### src/rtl/instruction_fetch_unit_if.sv
// Fetch-unit bus bundle: instruction-memory handshake, redirect and issue-side signals.
// master = fetch unit, slave = memory / execute environment.
interface instruction_fetch_unit_if;
  logic        imem_req;
  logic [15:0] imem_addr;
  logic        imem_ack;
  logic [15:0] imem_data;
  logic        stall;
  logic        jmp_take;
  logic [15:0] jmp_target;
  logic        valid;
  logic [15:0] instr;
  logic [3:0]  i0_3;
  logic [3:0]  i4_7;
  logic [3:0]  i8_11;
  logic [3:0]  i12_15;
  logic [15:0] instr_pc;
  logic        fault;

  modport master (
    output imem_req, imem_addr, valid, instr, i0_3, i4_7, i8_11, i12_15, instr_pc, fault,
    input  imem_ack, imem_data, stall, jmp_take, jmp_target
  );

  modport slave (
    input  imem_req, imem_addr, valid, instr, i0_3, i4_7, i8_11, i12_15, instr_pc, fault,
    output imem_ack, imem_data, stall, jmp_take, jmp_target
  );
endinterface

### src/rtl/instruction_fetch_unit.sv
// Single-outstanding instruction fetcher with redirect flush and sticky memory-timeout halt.
// Latency 1 cycle ack->valid; stall holds the issued word and blocks any new request.
module instruction_fetch_unit #(
  parameter logic [15:0] RESET_PC = 16'h0000,
  parameter int          TIMEOUT  = 255
) (
  input  logic                      clk,
  input  logic                      rst,
  instruction_fetch_unit_if.master  bus
);

  typedef enum logic [1:0] {
    S_FETCH = 2'd0,
    S_ISSUE = 2'd1,
    S_FLUSH = 2'd2,
    S_HALT  = 2'd3
  } state_t;

  localparam logic [7:0] WAIT_LAST = 8'(TIMEOUT - 1);

  state_t      state;
  state_t      state_nxt;
  logic [15:0] pc;
  logic [15:0] instr_q;
  logic [15:0] instr_pc_q;
  logic        valid_q;
  logic        fault_q;
  logic [7:0]  wait_cnt;
  logic        timed_out;

  assign timed_out = (wait_cnt == WAIT_LAST);

  always_ff @(posedge clk) begin
    if (rst) begin
      state <= S_FETCH;
    end else begin
      state <= state_nxt;
    end
  end

  // Redirect wins over ack, stall and timeout in every live state.
  always_comb begin
    state_nxt = state;
    case (state)
      S_FETCH: begin
        if (bus.jmp_take)      state_nxt = S_FLUSH;
        else if (bus.imem_ack) state_nxt = S_ISSUE;
        else if (timed_out)    state_nxt = S_HALT;
      end
      S_ISSUE: begin
        if (bus.jmp_take)      state_nxt = S_FLUSH;
        else if (!bus.stall)   state_nxt = S_FETCH;
      end
      S_FLUSH: begin
        if (!bus.jmp_take)     state_nxt = S_FETCH;
      end
      default:                 state_nxt = S_HALT;
    endcase
  end

  // Request is masked during reset so an in-flight fetch is abandoned immediately.
  always_comb begin
    bus.imem_req = 1'b0;
    if (!rst && state == S_FETCH) bus.imem_req = 1'b1;
  end

  always_ff @(posedge clk) begin
    if (rst) begin
      pc         <= RESET_PC;
      instr_q    <= 16'h0000;
      instr_pc_q <= 16'h0000;
      valid_q    <= 1'b0;
      fault_q    <= 1'b0;
      wait_cnt   <= 8'd0;
    end else begin
      case (state)
        S_FETCH: begin
          if (bus.jmp_take) begin
            pc       <= bus.jmp_target;
            valid_q  <= 1'b0;
            wait_cnt <= 8'd0;
          end else if (bus.imem_ack) begin
            instr_q    <= bus.imem_data;
            instr_pc_q <= pc;
            pc         <= pc + 16'd1;
            valid_q    <= 1'b1;
            wait_cnt   <= 8'd0;
          end else if (timed_out) begin
            fault_q  <= 1'b1;
            valid_q  <= 1'b0;
            wait_cnt <= 8'd0;
          end else begin
            wait_cnt <= wait_cnt + 8'd1;
          end
        end
        S_ISSUE: begin
          if (bus.jmp_take) begin
            pc      <= bus.jmp_target;
            valid_q <= 1'b0;
          end else if (!bus.stall) begin
            valid_q <= 1'b0;
          end
        end
        S_FLUSH: begin
          if (bus.jmp_take) pc <= bus.jmp_target;
        end
        default: begin
          valid_q <= 1'b0;
        end
      endcase
    end
  end

  assign bus.imem_addr = pc;
  assign bus.valid     = valid_q;
  assign bus.instr     = instr_q;
  assign bus.instr_pc  = instr_pc_q;
  assign bus.fault     = fault_q;
  assign bus.i0_3      = instr_q[3:0];
  assign bus.i4_7      = instr_q[7:4];
  assign bus.i8_11     = instr_q[11:8];
  assign bus.i12_15    = instr_q[15:12];

endmodule

### src/flat_wrapper.sv
// flat-port wrapper written by rule: the top's interface ports become plain ports
module instruction_fetch_unit_flat 
#(
  parameter logic [15:0] RESET_PC = 16'h0000,
  parameter int          TIMEOUT  = 255
)
  (clk, rst, bus_imem_req, bus_imem_addr, bus_valid, bus_instr, bus_i0_3, bus_i4_7, bus_i8_11, bus_i12_15, bus_instr_pc, bus_fault, bus_imem_ack, bus_imem_data, bus_stall, bus_jmp_take, bus_jmp_target);
  instruction_fetch_unit_if bus_i ();
  input  logic clk;
  input  logic rst;
  output wire logic [$bits(bus_i.imem_req)-1:0] bus_imem_req;
  output wire logic [$bits(bus_i.imem_addr)-1:0] bus_imem_addr;
  output wire logic [$bits(bus_i.valid)-1:0] bus_valid;
  output wire logic [$bits(bus_i.instr)-1:0] bus_instr;
  output wire logic [$bits(bus_i.i0_3)-1:0] bus_i0_3;
  output wire logic [$bits(bus_i.i4_7)-1:0] bus_i4_7;
  output wire logic [$bits(bus_i.i8_11)-1:0] bus_i8_11;
  output wire logic [$bits(bus_i.i12_15)-1:0] bus_i12_15;
  output wire logic [$bits(bus_i.instr_pc)-1:0] bus_instr_pc;
  output wire logic [$bits(bus_i.fault)-1:0] bus_fault;
  input wire logic [$bits(bus_i.imem_ack)-1:0] bus_imem_ack;
  input wire logic [$bits(bus_i.imem_data)-1:0] bus_imem_data;
  input wire logic [$bits(bus_i.stall)-1:0] bus_stall;
  input wire logic [$bits(bus_i.jmp_take)-1:0] bus_jmp_take;
  input wire logic [$bits(bus_i.jmp_target)-1:0] bus_jmp_target;
  assign bus_imem_req = bus_i.imem_req;
  assign bus_imem_addr = bus_i.imem_addr;
  assign bus_valid = bus_i.valid;
  assign bus_instr = bus_i.instr;
  assign bus_i0_3 = bus_i.i0_3;
  assign bus_i4_7 = bus_i.i4_7;
  assign bus_i8_11 = bus_i.i8_11;
  assign bus_i12_15 = bus_i.i12_15;
  assign bus_instr_pc = bus_i.instr_pc;
  assign bus_fault = bus_i.fault;
  assign bus_i.imem_ack = bus_imem_ack;
  assign bus_i.imem_data = bus_imem_data;
  assign bus_i.stall = bus_stall;
  assign bus_i.jmp_take = bus_jmp_take;
  assign bus_i.jmp_target = bus_jmp_target;
  instruction_fetch_unit #(.RESET_PC(RESET_PC), .TIMEOUT(TIMEOUT)) u_core (.clk(clk), .rst(rst), .bus(bus_i));
endmodule
### config.mk
export PLATFORM = sky130hd
export DESIGN_NAME = instruction_fetch_unit_flat
export DESIGN_NICKNAME = d
export VERILOG_FILES = /design/src/rtl/instruction_fetch_unit_if.sv /design/src/rtl/instruction_fetch_unit.sv /design/src/flat_wrapper.sv
export SDC_FILE = /design/constraint.sdc
export NUM_CORES = 1
export LEC_CHECK = 0
export BUFFER_PORTS_ARGS = -buffer_cell sky130_fd_sc_hd__buf_2
export CAP_MARGIN = 5
export CORE_AREA = 2 2 83 85
export CTS_BUF_LIST = sky130_fd_sc_hd__clkbuf_2
export DETAILED_ROUTE_END_ITERATION = 12
export DIE_AREA = 0 0 85 87
export GPL_ROUTABILITY_DRIVEN = 0
export PLACE_DENSITY = 0.83
export RECOVER_POWER = 25
export SLEW_MARGIN = 20
export SYNTH_ARGS = -nofsm -noshare
export SYNTH_HDL_FRONTEND = slang
export SYNTH_SLANG_ARGS = --single-unit
### constraint.sdc
create_clock -name clk -period 1.8 [get_ports clk]
set_clock_uncertainty 0.05 [all_clocks]
set_input_delay 0.36 -clock clk [delete_from_list [all_inputs] [get_ports clk]]
set_output_delay 0.36 -clock clk [all_outputs]
set_load 0.01 [all_outputs]
# Word-level counts from Yosys, hierarchy flattened
# Cells that the tools add are included.
# totals
register_bits,60
rom_bits,0
n_memories,0
mem_bits_rw,0
inputBits,37
latch_bits,0
# classes
mul,0
n_reduce_logical,10
n_eq_ne,8
n_lt_le_gt_ge,0
n_div,0
shifts,0
mux,21
bitwise_logic,3
add_sub_neg,2
# op_table
op,n
$mux W16,3
$pmux W16 S2,1
$mux W8,3
$add A16 B1 Y16 const B,1
$mux W2,6
$reduce_and A3 Y1,4
$add A8 B1 Y8 const B,1
$eq A8 B8 Y1 const B,1
$mux W1,6
$ne A3 B3 Y1 const B,2
$pmux W2 S3,1
$ne A4 B3 Y1 const B,1
$reduce_and A4 Y1,1
$not A1 Y1,3
$pmux W1 S3,1
$eq A2 B1 Y1 const B,1
$eq A2 B2 Y1 const B,1
$logic_not A2 Y1,1
$ne A2 B1 Y1 const B,1
$ne A2 B2 Y1 const B,1
$reduce_bool A2 Y1,1
$reduce_or A2 Y1,1
$logic_and A1 B1 Y1,1
$logic_not A1 Y1,1

# Longest topological paths before layout
# Gate-level depths: netlist of the first run.
# depth
ltp_word,5
depth_mapped,8
mapped_depth_nobuf,6

# Worst setup path before layout of the first run
# OpenSTA, ideal clock, no wires.
# synth_timing
path_kind,register to register
from,register u_core.state[0]
to,register u_core.pc[12] (netlist: u_core.bus.imem_addr[12])
required_ns,1.615
setup_slack_ns,-0.117
t_arrival_ns,1.731
path_stages_with_launch,7
cell_sequence,dfxtp_1 -> inv_1 -> ha_1 -> or2_1 -> or3_4 -> o32ai_1 -> a211oi_1
# synth_via
elab_chain_len,4
elab_cells_between_ends,9
classes_between,eq/ne (4); mux (1); reduce/logical (4)
# synth_lines
element,line_no,rtl
from (decl),instruction_fetch_unit.sv:21,state_t state;
from (signal assigned),instruction_fetch_unit.sv:37,state <= state_nxt;
$eq A2 B1 Y1 / $eq A2 B2 Y1 (equally long branches),instruction_fetch_unit.sv:76,case (state)
$reduce_or A2 Y1 (no source line),n/a,
$ne A2 B1 Y1 (no source line) / $reduce_bool A2 Y1 (equally long branches),n/a,
$reduce_and A3 Y1 (no source line),n/a,
to (signal assigned),instruction_fetch_unit.sv:79,pc <= bus.jmp_target;
to (signal assigned),instruction_fetch_unit.sv:85,pc <= pc + 16'd1;
to (signal assigned),instruction_fetch_unit.sv:98,pc <= bus.jmp_target;
to (decl),instruction_fetch_unit.sv:23,logic [15:0] pc;
# Parallel ways exist; a longest one is shown, timed or not.
# A chain may end at the register's enable or synchronous reset.

# Worst setup path after layout of the first run
# layout_timing
from,register u_core.state[1]
to,register u_core.pc[12] (netlist: u_core.bus.imem_addr[12])
# Same word-level chain as after synthesis.

==> results of run 1 <==
logic make-up after synthesis:
group	synth area share (%)
adder cells (fa/ha/maj)	3.02
multiplexers	1.08
AO/OA/AOI/OAI	21.8
AND/OR/NAND/NOR	21.7
flip-flops	41.4
buffers and inverters	9.24
XOR/XNOR	1.81
worst min path at each step:
stage,from,to,slack [ps],depth (start not counted)
after floorplan,u_core.bus.instr_pc[0],u_core.bus.instr_pc[0],430,2
after global placement,u_core.bus.instr_pc[12],u_core.bus.instr_pc[12],390,2
after detailed placement,u_core.bus.instr_pc[2],u_core.bus.instr_pc[2],400,2
after CTS,bus_imem_data[8],u_core.bus.instr[8],4,3
after global routing,bus_imem_data[5],u_core.bus.instr[5],30,3
final,bus_imem_data[14],u_core.bus.instr[14],20,3
power groups by stage:
stage | logic, mW | registers (mW) | clock network [mW]
2_1_floorplan | 1.12 | 1.96 | 0
3_3_place_gp | 1.99 | 1.83 | 0
3_5_place_dp | 2.05 | 1.84 | 0
4_1_cts | 2.10 | 1.82 | 1.11
5_1_grt | 2.55 | 1.87 | 1.16
6_report | 2.35 | 1.84 | 1.10
metal layers:
layer	vias up	wire, um	track usage [%]	part of all wire [%]
met4	0	327	14.1	3.9
li1	1455	-	-	-
met3	44	734	3.51	8.7
met2	185	3970	34.2	47
met5	-	0	0	0
met1	1389	3390	28.1	40
synthesized netlist by cell type, types with 2 or more instances:
master and n:
o32ai_1 4, a211oi_1 9, nand3b_1 2, nor3_1 4, clkbuf_1 12, o21ai_0 8
o21ai_1 2, buf_2 9, mux2i_1 2, o41ai_1 3, o22ai_1 3, o21a_1 2
nor2_1 23, nand2_1 82, o31ai_1 3, nand3_1 6, xnor2_1 3, a21oi_1 47
nand2b_1 2, xor2_1 3, o2bb2ai_1 2, buf_4 17, dfxtp_1 60, nand4_1 4
inv_1 11, or2_1 2, nand4_4 2, ha_1 7, a311oi_1 3, a21o_1 2
placed cells by master, fill, tap and decap left out, types with 5 or more instances in the layout:
cell	Yosys	layout
a211oi_1	9	9
a21oi_1	47	47
buf_2	9	74
buf_4	17	28
clkbuf_1	12	30
clkbuf_2	1	10
dfxtp_1	60	57
ha_1	7	5
inv_1	11	8
nand2_1	82	82
nand3_1	6	5
nor2_1	23	22
o21ai_0	8	8
registers in the layout, indices dropped and copies added, names as in the netlist:
name and cells:
u_core.bus.instr_pc 16, u_core.bus.imem_addr 16, u_core.wait_cnt 8, u_core.bus.valid 1, u_core.bus.instr 16, u_core.bus.fault 1, u_core.state 2
layout make-up:
type,instances,area (um^2)
sequential,60,1200
clock buffer,10,50.0
multi-input combinational,249,1520
clock inverter,6,103
fill,602,2760
inverter,12,45.0
tap,80,100
timing repair buffer,139,787
worst max-delay path, stage by stage (launching register included):
cell and delay [ps]:
dfxtp_2 360, inv_2 50, ha_4 230, or2_4 240, or3_4 400, o32ai_2 220
a211oi_1 110
repair_timing:
action	CTS	global route
buffers inserted	2	4
hold buffers	2	0
endpoints found under the hold margin	2	0
endpoints found under the setup margin	5	18
resized for setup	4	19
cloned	0	1
pin swaps	2	4
==> out/results.tsv, run 1 <==
stage	metric	value	unit
pwr	p_clk_share	20.8	%
timing	slew_headroom	69.4	%
synth	ys_warn_count	0	
route	vias	3073	
clocking	tritoncts	built	
pwr	leakagePower	1.57	nW
synth	synth_cell_types	51	
synth	ys_ff_latch	60	
die	io_pins	104	
final_layout	utilization	57.9	%
clocking	clock_sinks	60	
clocking	cts_root_buf	clkbuf_2	
grt	grt_usage	21.9	%
critical_path	critPathCaptureType	flip-flop	
critical_path	arrival	2100	ps
pwr	p_int	3.22	mW
die	die_area	7400	um^2
placed_design	hpwl	5.70	mm
route	postRouteAntennaNets	0	
timing	fmax	0.574	GHz
clocking	numCtsBuffers	9	
timing	hold_slack	17.1	ps
grt	grt_first_pass_wirelength	13.0	mm
final_layout	antennaDiodeCount	0	
die	core	6570	um^2
critical_path	required	2160	ps
synth	synth_area_leader_cell	dfxtp_1	
grt	gr-total-overflow	0	
die	die_h	87	um
timing	setup_tns	0	ps
final_layout	fin_area	3800	um^2
critical_path	r2r-end	u_core.bus.imem_addr[12]	
critical_path	cp-start-kind	flip-flop	
worst_hold_path	hp-class	in -> reg	
critical_path	crit_path_start	u_core.state[1]	
route	drt-vias-per-instance	5.53	
final_layout	fin_nets	515	
critical_path	crit_path_max_fanout	4	
synth	ys.flop_type	dfxtp_1	
clocking	clkLatencyLatePin	500	ps
timing	worstMarginPinSlew	456	ps
clocking	path_clk_slew	180	ps
final_layout	area_growth_syn_to_layout	31.2	%
grt	grt_max_degree	33	
route	drc	0	
timing	setup_violations	0	
synth	synth-edff-count	0	
placed_design	dpl_cell_area	3540	um^2
clocking	htreeDepth	3	
die	dieWidth	85	um
timing	slew_viol_final	0	
critical_path	rrSetupSlack	60	ps
status	status	finished, final reports clean	
timing	period_share	96.7	%
synth	syn_area	2900	um^2
pwr	sequentialPowerShare	34.8	%
pwr	power_density	1390	nW/um^2
final_layout	layout-drive-gt1-share	31.5	%
pwr	switchingPower	2.07	mW
die	start_util	44.1	%
pwr	ir_drop	596	uV
placed_design	post-place-cells	531	
route	drt_pass1_iterations	5	
timing	rsz0062_at_grt	true	
timing	hold_viol_final	0	
pwr	p_comb_share	44.4	%
synth	syn_inst	360	
die	rows	30	
placed_design	io_buffer_count	103	
synth	avgSynthCellArea	8.05	um^2
critical_path	critical_path_class	reg -> reg	
critical_path	endpoint	u_core.bus.imem_addr[12]	
pwr	p_total	5.29	mW
route	avgRoutedWirePerCell	15.1	um
grt	antenna_found_initial	0	
synth	synth.area.top_cells	dfxtp_1, nand2_1, a21oi_1, buf_4, ha_1	
run	drv_cap	0	
critical_path	reg2regPathDepth	6	
critical_path	reg2reg_from	u_core.state[1]	
pwr	power.share.switching	39.1	%
synth	synth_nets	404	
clocking	clockBufferDepth	2	
grt	grt_pass1_vias	2781	
synth	yosysSeqAreaShare	41.4	%
timing	layout_min_cycle_time	1740	ps
synth	yosysTopAreaCellShare	41.4	%
synth	async_flop_share	0	%
route	first_iter_violations	264	
placed_design	dp_slack	-24.0	ps
final_layout	final_cells	556	
route	wirelength	8.42	mm
timing	setup_ws	59.0	ps
(Power assumes the default switching activity.)
==> inputs of run 2 (changes only) <==
Settings changed: CORE_AREA 2 2 83 85 to 2 2 89 91, DIE_AREA 0 0 85 87 to 0 0 91 93, PLACE_DENSITY 0.83 to 0.72.
Clock period 1.8 ns to 1.96 ns, I/O delays scaled along.
==> run 2 against run 1 <==
Against the previous run:
- global-route usage decreased by 4.0 points
- highest routed layer unchanged
- largest power group unchanged
- worst setup slack improved by 46 ps
- flip-flop and latch count unchanged
- register-to-register slack improved by 50 ps
==> out/results.tsv, run 2 (same netlist as run 1, synthesis figures left out) <==
stage	metric	value	unit
final_layout	multi_input_area	1450	um^2
critical_path	reg2regPathDepth	6	
final_layout	layout-drive-gt1-share	29.2	%
clocking	htreeDepth	3	
route	drt-vias-per-instance	5.00	
pwr	power.share.switching	39.4	%
critical_path	crit_slowest_cell	or3_4	
worst_hold_path	min-delay-start	bus_imem_data[10]	
final_layout	utilization	48.2	%
critical_path	path_buf_inv	1	
final_layout	final_cells	564	
worst_hold_path	hold_depth	3	
timing	worstMarginPinSlew	626	ps
die	start_util	38.5	%
route	wirelength	7.59	mm
critical_path	reg2reg_from	u_core.state[1]	
timing	slew_headroom	58.3	%
route	postRouteAntennaNets	0	
route	first_iter_violations	154	
clocking	path_clk_slew	170	ps
die	die_h	93	um
clocking	numCtsBuffers	9	
pwr	p_int	2.68	mW
critical_path	crit_path_max_incr_delay	390	ps
die	die_area	8460	um^2
worst_hold_path	hp-class	in -> reg	
critical_path	cp-start-kind	flip-flop	
grt	grt_pass1_vias	2608	
final_layout	regArea	1200	um^2
route	drc	0	
critical_path	r2r-end	u_core.bus.imem_addr[12]	
worst_hold_path	whs_endpoint	u_core.bus.instr[10]	
critical_path	rrSetupSlack	100	ps
pwr	sequentialPowerShare	38.2	%
critical_path	critical_path_class	reg -> reg	
final_layout	final_common_cell	buf_2	
timing	period_share	94.6	%
pwr	power_density	1220	nW/um^2
final_layout	mostFrequentLayoutCells	buf_2, nand2_1, dfxtp_1, a21oi_1, nor2_1	
final_layout	fin_area	3630	um^2
final_layout	fillers	773	
die	core	7530	um^2
final_layout	area_growth_syn_to_layout	25.2	%
route	avgRoutedWirePerCell	13.5	um
pwr	p_clk_share	19.5	%
critical_path	crit_path_max_fanout	4	
pwr	ir_drop	392	uV
clocking	clkLatencyLatePin	470	ps
status	status	finished, final reports clean	
critical_path	cp_cell_sequence	inv_2 > ha_4 > or2_1 > or3_4 > o32ai_1 > a211oi_1	
pwr	switchingPower	1.74	mW
die	rows	32	
timing	hold_slack	77.0	ps
critical_path	critPathCaptureType	flip-flop	
route	vias	2822	
grt	gr-total-overflow	0	
grt	grt_first_pass_wirelength	12.3	mm
critical_path	arrival	2160	ps
placed_design	post-place-cells	547	
timing	fmax	0.539	GHz
die	dieWidth	91	um
grt	antenna_found_initial	0	
run	drv_cap	0	
grt	grt_max_degree	33	
pwr	p_comb_share	42.3	%
clocking	cts_hold_buf	0	
critical_path	critPathTopFamily	simple AND/OR/NAND/NOR gates	
die	io_pins	104	
clocking	clock_sinks	60	
clocking	cts_root_buf	clkbuf_2	
timing	hold_viol_final	0	
placed_design	dpl_cell_area	3500	um^2
clocking	clockBufferDepth	2	
route	drt_pass1_iterations	4	
timing	slew_viol_final	0	
placed_design	io_buffer_count	103	
grt	grt_usage	17.9	%
timing	layout_min_cycle_time	1860	ps
critical_path	required	2270	ps
final_layout	fin_nets	501	
placed_design	hpwl	5.58	mm
final_layout	antennaDiodeCount	0	
timing	setup_tns	0	ps
pwr	leakagePower	1.51	nW
timing	setup_violations	0	
timing	rsz0062_at_grt	false	
clocking	tritoncts	built	
[run 2: layout make-up]
cell class / count / share of cell area [%]
clock buffers: 10 / 1.38
well taps: 102 / 3.52
flip-flops and latches: 60 / 33.2
clock inverters: 6 / 2.17
repair buffers: 125 / 18.4
inverters: 12 / 1.24
multi-input cells: 249 / 40.1
[run 2: how the worst max path moves through the flow]
stage	from	to	slack, ps	depth (start not counted)
2_1_floorplan	u_core.state[0]	u_core.bus.imem_addr[12]	40	6
3_5_place_dp	u_core.state[0]	u_core.bus.imem_addr[12]	10	6
5_1_grt	u_core.state[1]	u_core.bus.imem_addr[12]	7	6
3_3_place_gp	u_core.state[0]	u_core.bus.imem_addr[12]	70	6
4_1_cts	u_core.state[0]	bus_imem_req	30	6
6_report	u_core.state[1]	u_core.bus.imem_addr[12]	100	6
[run 2: power groups by stage]
stage	Clock [mW]	Sequential (mW)	Combinational (mW)
floorplan	0	1.80	0.996
global placement	0	1.70	1.78
detailed placement	0	1.70	1.81
CTS	0.886	1.68	1.86
global route	0.953	1.73	2.07
finish	0.862	1.69	1.87
[run 2: per-stage QoR]
step	total power, mW	setup WS (ps)
detailed placement	3.51	14.0
finish	4.42	105
global route	4.75	7.01
CTS	4.43	31.4
floorplan	2.80	43.5
global placement	3.48	66.9
[run 2: per-layer routing]
metal / track usage [%] / routed length, um
met1: 23.1 / 3390
met2: 29.5 / 3570
met3: 3.79 / 524
met4: 6.69 / 105
met5: 0 / 0
[run 2: worst register-to-register path, cell delays in order, from the launching register on]
cell and delay [ps]:
dfxtp_2 360, inv_2 50, ha_4 240, or2_1 250
or3_4 390, o32ai_1 290, a211oi_1 110
[run 2: what timing repair did]
item                       4_1_cts  5_1_grt
setup buffers                    1        0
pin swaps                        1        1
gates resized for setup          6        5
cloned                           0        0
setup endpoints to repair        2        9
